`config.mk`:
```
export PLATFORM = sky130hd
export DESIGN_NAME = div_sequencer
export DESIGN_NICKNAME = d
export VERILOG_FILES = /design/src/rtl/div_pkg.sv /design/src/rtl/div_step.sv /design/src/rtl/div_sequencer.sv
export SDC_FILE = /design/constraint.sdc
export NUM_CORES = 1
export LEC_CHECK = 0
export CORE_AREA = 2 2 81 83
export CTS_CLUSTER_SIZE = 25
export DETAILED_ROUTE_END_ITERATION = 8
export DIE_AREA = 0 0 83 85
export PLACE_DENSITY = 0.65
export SYNTH_ARGS = -nofsm -noshare
export SYNTH_HDL_FRONTEND = slang
export SYNTH_SLANG_ARGS = --single-unit
```
`constraint.sdc`:
```
create_clock -name clk -period 4.5 [get_ports clk]
set_input_delay 0.9 -clock clk [delete_from_list [all_inputs] [get_ports clk]]
set_output_delay 0.9 -clock clk [all_outputs]
set_load 0.01 [all_outputs]
```
`src/rtl/div_pkg.sv`:
```
// Shared constants for the multi-cycle divider.
// State encodings are plain 2-bit constants.
package div_pkg;

  localparam int DIV_WIDTH = 8;

  localparam logic [1:0] IDLE   = 2'd0;
  localparam logic [1:0] CHECK  = 2'd1;
  localparam logic [1:0] ITER   = 2'd2;
  localparam logic [1:0] FINISH = 2'd3;

endpackage

```
`src/rtl/div_step.sv`:
```
// One restoring-division iteration.
// Purely combinational; the sequencer registers the outputs.
module div_step #(
  parameter int WIDTH = 8
) (
  input  logic [WIDTH:0]   r,
  input  logic [WIDTH-1:0] q,
  input  logic [WIDTH-1:0] d,
  output logic [WIDTH:0]   r_nx,
  output logic [WIDTH-1:0] q_nx
);

  logic [WIDTH:0] sh;
  logic [WIDTH:0] dx;

  // r < d always holds, so the shifted value fits in WIDTH+1 bits
  always_comb begin
    sh   = {r[WIDTH-1:0], q[WIDTH-1]};
    dx   = {1'b0, d};
    r_nx = sh;
    q_nx = {q[WIDTH-2:0], 1'b0};
    if (sh >= dx) begin
      r_nx    = sh - dx;
      q_nx[0] = 1'b1;
    end
  end

endmodule

```
`src/rtl/div_sequencer.sv`:
```
// Multi-cycle unsigned restoring divider.
// One quotient bit per clock with busy/done/error handshake.
module div_sequencer
  import div_pkg::*;
#(
  parameter int WIDTH = DIV_WIDTH
) (
  input  logic             clk,
  input  logic             reset_n,
  input  logic             start,
  input  logic             abort,
  input  logic [WIDTH-1:0] dividend,
  input  logic [WIDTH-1:0] divisor,
  output logic             busy,
  output logic             done,
  output logic             error,
  output logic [WIDTH-1:0] quotient,
  output logic [WIDTH-1:0] remainder
);

  localparam int CW = (WIDTH > 1) ? $clog2(WIDTH) : 1;

  logic [1:0]       state;
  logic [WIDTH:0]   r;
  logic [WIDTH-1:0] q;
  logic [WIDTH-1:0] d;
  logic [CW-1:0]    cnt;
  logic [WIDTH:0]   r_nx;
  logic [WIDTH-1:0] q_nx;

  div_step #(.WIDTH(WIDTH)) u_step (
    .r    (r),
    .q    (q),
    .d    (d),
    .r_nx (r_nx),
    .q_nx (q_nx)
  );

  assign busy = (state == CHECK) || (state == ITER);

  always_ff @(posedge clk or negedge reset_n) begin
    if (!reset_n) begin
      state     <= IDLE;
      r         <= '0;
      q         <= '0;
      d         <= '0;
      cnt       <= '0;
      done      <= 1'b0;
      error     <= 1'b0;
      quotient  <= '0;
      remainder <= '0;
    end else begin
      done <= 1'b0;
      if (abort) begin
        state     <= IDLE;
        error     <= 1'b0;
        quotient  <= '0;
        remainder <= '0;
      end else begin
        case (state)
          // FINISH accepts too, so a new start can overlap the done pulse
          IDLE, FINISH: begin
            state <= IDLE;
            if (start) begin
              state <= CHECK;
              q     <= dividend;
              d     <= divisor;
              r     <= '0;
              error <= 1'b0;
            end
          end
          CHECK: begin
            if (d == '0) begin
              error     <= 1'b1;
              quotient  <= '0;
              remainder <= '0;
              done      <= 1'b1;
              state     <= FINISH;
            end else begin
              cnt   <= CW'(WIDTH - 1);
              state <= ITER;
            end
          end
          ITER: begin
            r   <= r_nx;
            q   <= q_nx;
            cnt <= cnt - 1'b1;
            if (cnt == '0) begin
              quotient  <= q_nx;
              remainder <= r_nx[WIDTH-1:0];
              done      <= 1'b1;
              state     <= FINISH;
            end
          end
        endcase
      end
    end
  end

endmodule
```
==> results.yml <==
timing:
  peak_freq_mhz: 371
  setup_viol: 0
  timing.hold.ws_ns: 0.469
  slew-limit-headroom_pct: 31.3
  clock-skew-final_ns: 0.0102
  final_critical_path_required_period_ns: 2.69
  fin_tns_setup_ns: 0
  slew_violations: 0
  finalHoldViolations: 0
  min_period_over_period_pct: 59.9
  tightestPinTransition_ns: 1.03
  setup_repair_after_global_routing_missed_its_margin: "no"
clock_tree:
  tritoncts.num_buffers: 5
  clk-insertion-delay-late_ns: 0.30
  cts.sink_count: 47
  clkSlewWorstSetupHoldPaths_ns: 0.09
  clock-root-buffer: "sky130_fd_sc_hd__clkbuf_8"
  maximum_clock_insertion_buffer_count: 2
  cts_hold_repair.buffers: 0
  cts_repair_resize_count: 0
  cts_setup_buffers: 0
  tritoncts: "built"
  htree_levels: 2
setup_path:
  worst_r2r_path_depth: 7
  arrival_ns: 1.79
  end_kind: "output pin"
  cp_max_fo: 7
  worst_ep_required_time_ns: 3.60
  setup.worst_path.class: "register to output pin"
  timing.critical_path.from_type: "register"
finish:
  n_antenna_cell: 0
  most_frequent_cells_in_the_layout: "47 x sky130_fd_sc_hd__dfrtp_1, 37 x sky130_fd_sc_hd__clkdlybuf4s50_1, 35 x sky130_fd_sc_hd__nand2_1"
  nFillCells: 584
  multiInputGateArea_sq_mm: 0.00134
  nets: 348
  fraction_of_final_layout_cells_sized_beyond_drive_strength_1_pct: 9.49
  syn_to_final_growth_pct: 19.2
  regArea_sq_mm: 0.00118
  most_common_library_cell_in_the_layout_ignoring_fill_and_taps: "sky130_fd_sc_hd__dfrtp_1"
drt:
  totalWireLength_mm: 5.97
  avgViaCountPerCell: 5.53
  wl_per_cell_um: 15.2
  drt_drc_violations_left: 0
  drt_iter0_markers: 157
  detailroute.via_count: 2175
  postRouteAntennaNets: 0
  drt_pass1_iterations: 4
placement:
  numPortBuffers: 38
  dpl.hpwl_mm: 4.50
  gp_congestion: 0.853
yosys:
  synth_area_leaders: "sky130_fd_sc_hd__dfrtp_1 44%, sky130_fd_sc_hd__ha_1 5.6%, sky130_fd_sc_hd__nand2_1 4.9%"
  mappedNetlistArea_sq_mm: 0.00269
  post-synth-top-area-fraction_pct: 43.7
  per_instance_average_area_after_synthesis_sq_um: 9.59
  post_synth_top_area_cell: "sky130_fd_sc_hd__dfrtp_1"
  synth-edff-count: 0
  part_of_the_yosys_area_used_for_sequential_elements_pct: 43.7
  synth-seq-cells: 47
  async_reset_ff_share_pct: 100
  ys.flop_type: "sky130_fd_sc_hd__dfrtp_1"
  yosysWarnings: 0
  ys_types: 53
  mappedNetlistNets: 314
  postSynthCellCount: 281
floorplan:
  initial_core_util_pct: 43.4
  dieHeight_um: 85
  number_of_cell_rows: 29
  floorplan.die_area_sq_mm: 0.00706
  ioPinCount: 39
  placeableCoreArea_sq_mm: 0.00620
  die_width_um: 83
power_and_ir_drop:
  fin_total_pwr_w: 0.00166
  static-leakage-power_nw: 1.40
  vdd.ir_drop.worst_mv: 0.248
  power-per-cell-area_mw_per_mm2: 516
job:
  max_cap_violations: 0
worst_hold_path:
  hold_depth: 1
  holdCritPathClass: "register to register"
global_route:
  grt_max_degree: 48
  gr-usage-all-layers_pct: 18.0
  global_route_total_overflow: 0
  grt_antenna_before_repair: 0
  grt_pass1_wl_mm: 10.4
  first_global_vias: 2223
outcome:
  run_status: "finished, final reports clean"
Yosys cell counts, types with 4 or more instances:
cell type	number
sky130_fd_sc_hd__mux2_2	8
sky130_fd_sc_hd__o211ai_1	4
sky130_fd_sc_hd__clkbuf_1	6
sky130_fd_sc_hd__nand4_1	7
sky130_fd_sc_hd__a211oi_1	4
sky130_fd_sc_hd__a32o_1	8
sky130_fd_sc_hd__a21oi_1	13
sky130_fd_sc_hd__nand3_1	7
sky130_fd_sc_hd__dfrtp_1	47
sky130_fd_sc_hd__mux2i_1	9
sky130_fd_sc_hd__ha_1	12
sky130_fd_sc_hd__nand2b_1	4
sky130_fd_sc_hd__nor2_1	15
sky130_fd_sc_hd__o21ai_0	25
sky130_fd_sc_hd__nand2_1	35
sky130_fd_sc_hd__inv_1	23
critical path, stage by stage (launching register included):
cell,delay [ns]
sky130_fd_sc_hd__dfrtp_1,0.36
sky130_fd_sc_hd__inv_1,0.06
sky130_fd_sc_hd__ha_1,0.40
sky130_fd_sc_hd__inv_1,0.12
sky130_fd_sc_hd__clkdlybuf4s50_1,0.54
sequential cells by signal, summed over array words and instances (netlist names):
name / cells
cnt: 3
d: 8
done: 1
error: 1
q: 8
quotient: 8
r: 8
remainder: 8
state: 2
metrics by stage:
step,worst slack (ns),instances,instance area (sq um),util (%)
final,1.81,393,3210,51.7
after CTS,1.81,393,3210,51.7
after global placement,1.84,385,3100,49.9
after global routing,1.61,393,3210,51.7
after detailed placement,1.82,385,3100,49.9
after floorplan,2.39,281,2690,-
cell type report:
type | instances | area share [%]
Inverter | 23 | 2.69
Clock inverter | 3 | 1.44
Timing Repair Buffer | 41 | 12.4
Clock buffer | 5 | 2.14
Sequential cell | 47 | 36.6
Tap cell | 77 | 3.00
Multi-Input combinational cell | 197 | 41.7
kinds of logic (layout without fill, tap and decap cells):
group	after synthesis	in the layout	share of synthesized area, %
flops	47	47	43.7
fa+ha+maj	13	13	6.32
compound gates	79	79	20.6
buf+inv	37	72	6.64
xor+xnor	1	1	0.325
simple gates	87	87	15.7
mux	17	17	6.69
worst paths after layout:
check,startpoint,to,slack (ns)
worst min-delay path,cnt[0]$_DFFE_PN0P_,cnt[0]$_DFFE_PN0P_,0.47
min in group asynchronous,reset_n,quotient[5]$_DFFE_PN0P_,0.77
max in group asynchronous,reset_n,remainder[2]$_DFFE_PN0P_,3.10
worst min register to register,cnt[0]$_DFFE_PN0P_,cnt[0]$_DFFE_PN0P_,0.47
worst max register to register,state[0]$_DFFE_PN0N_,quotient[0]$_DFFE_PN0P_,1.84
worst max-delay path,state[0]$_DFFE_PN0N_,busy,1.81
layer usage:
metal	track usage, %	vias to the layer above	routed length [um]	share of wire (%)
li1	-	1080	-	-
met1	23.9	1019	2800	47
met2	29.2	64	2780	47
met3	3.89	12	256	4.3
met4	6.71	0	133	2.2
met5	0	-	0	0
power breakdown:
group | total (W) | internal (W) | switching, W | leakage, nW
Sequential | 0.000616 | 0.000525 | 0.0000909 | 0.611
Clock | 0.000320 | 0.000167 | 0.000153 | 0.0548
Combinational | 0.000719 | 0.000306 | 0.000413 | 0.733
Total | 0.00166 | 0.000998 | 0.000657 | 1.40
Note: power is estimated with default switching activity, not from simulation.
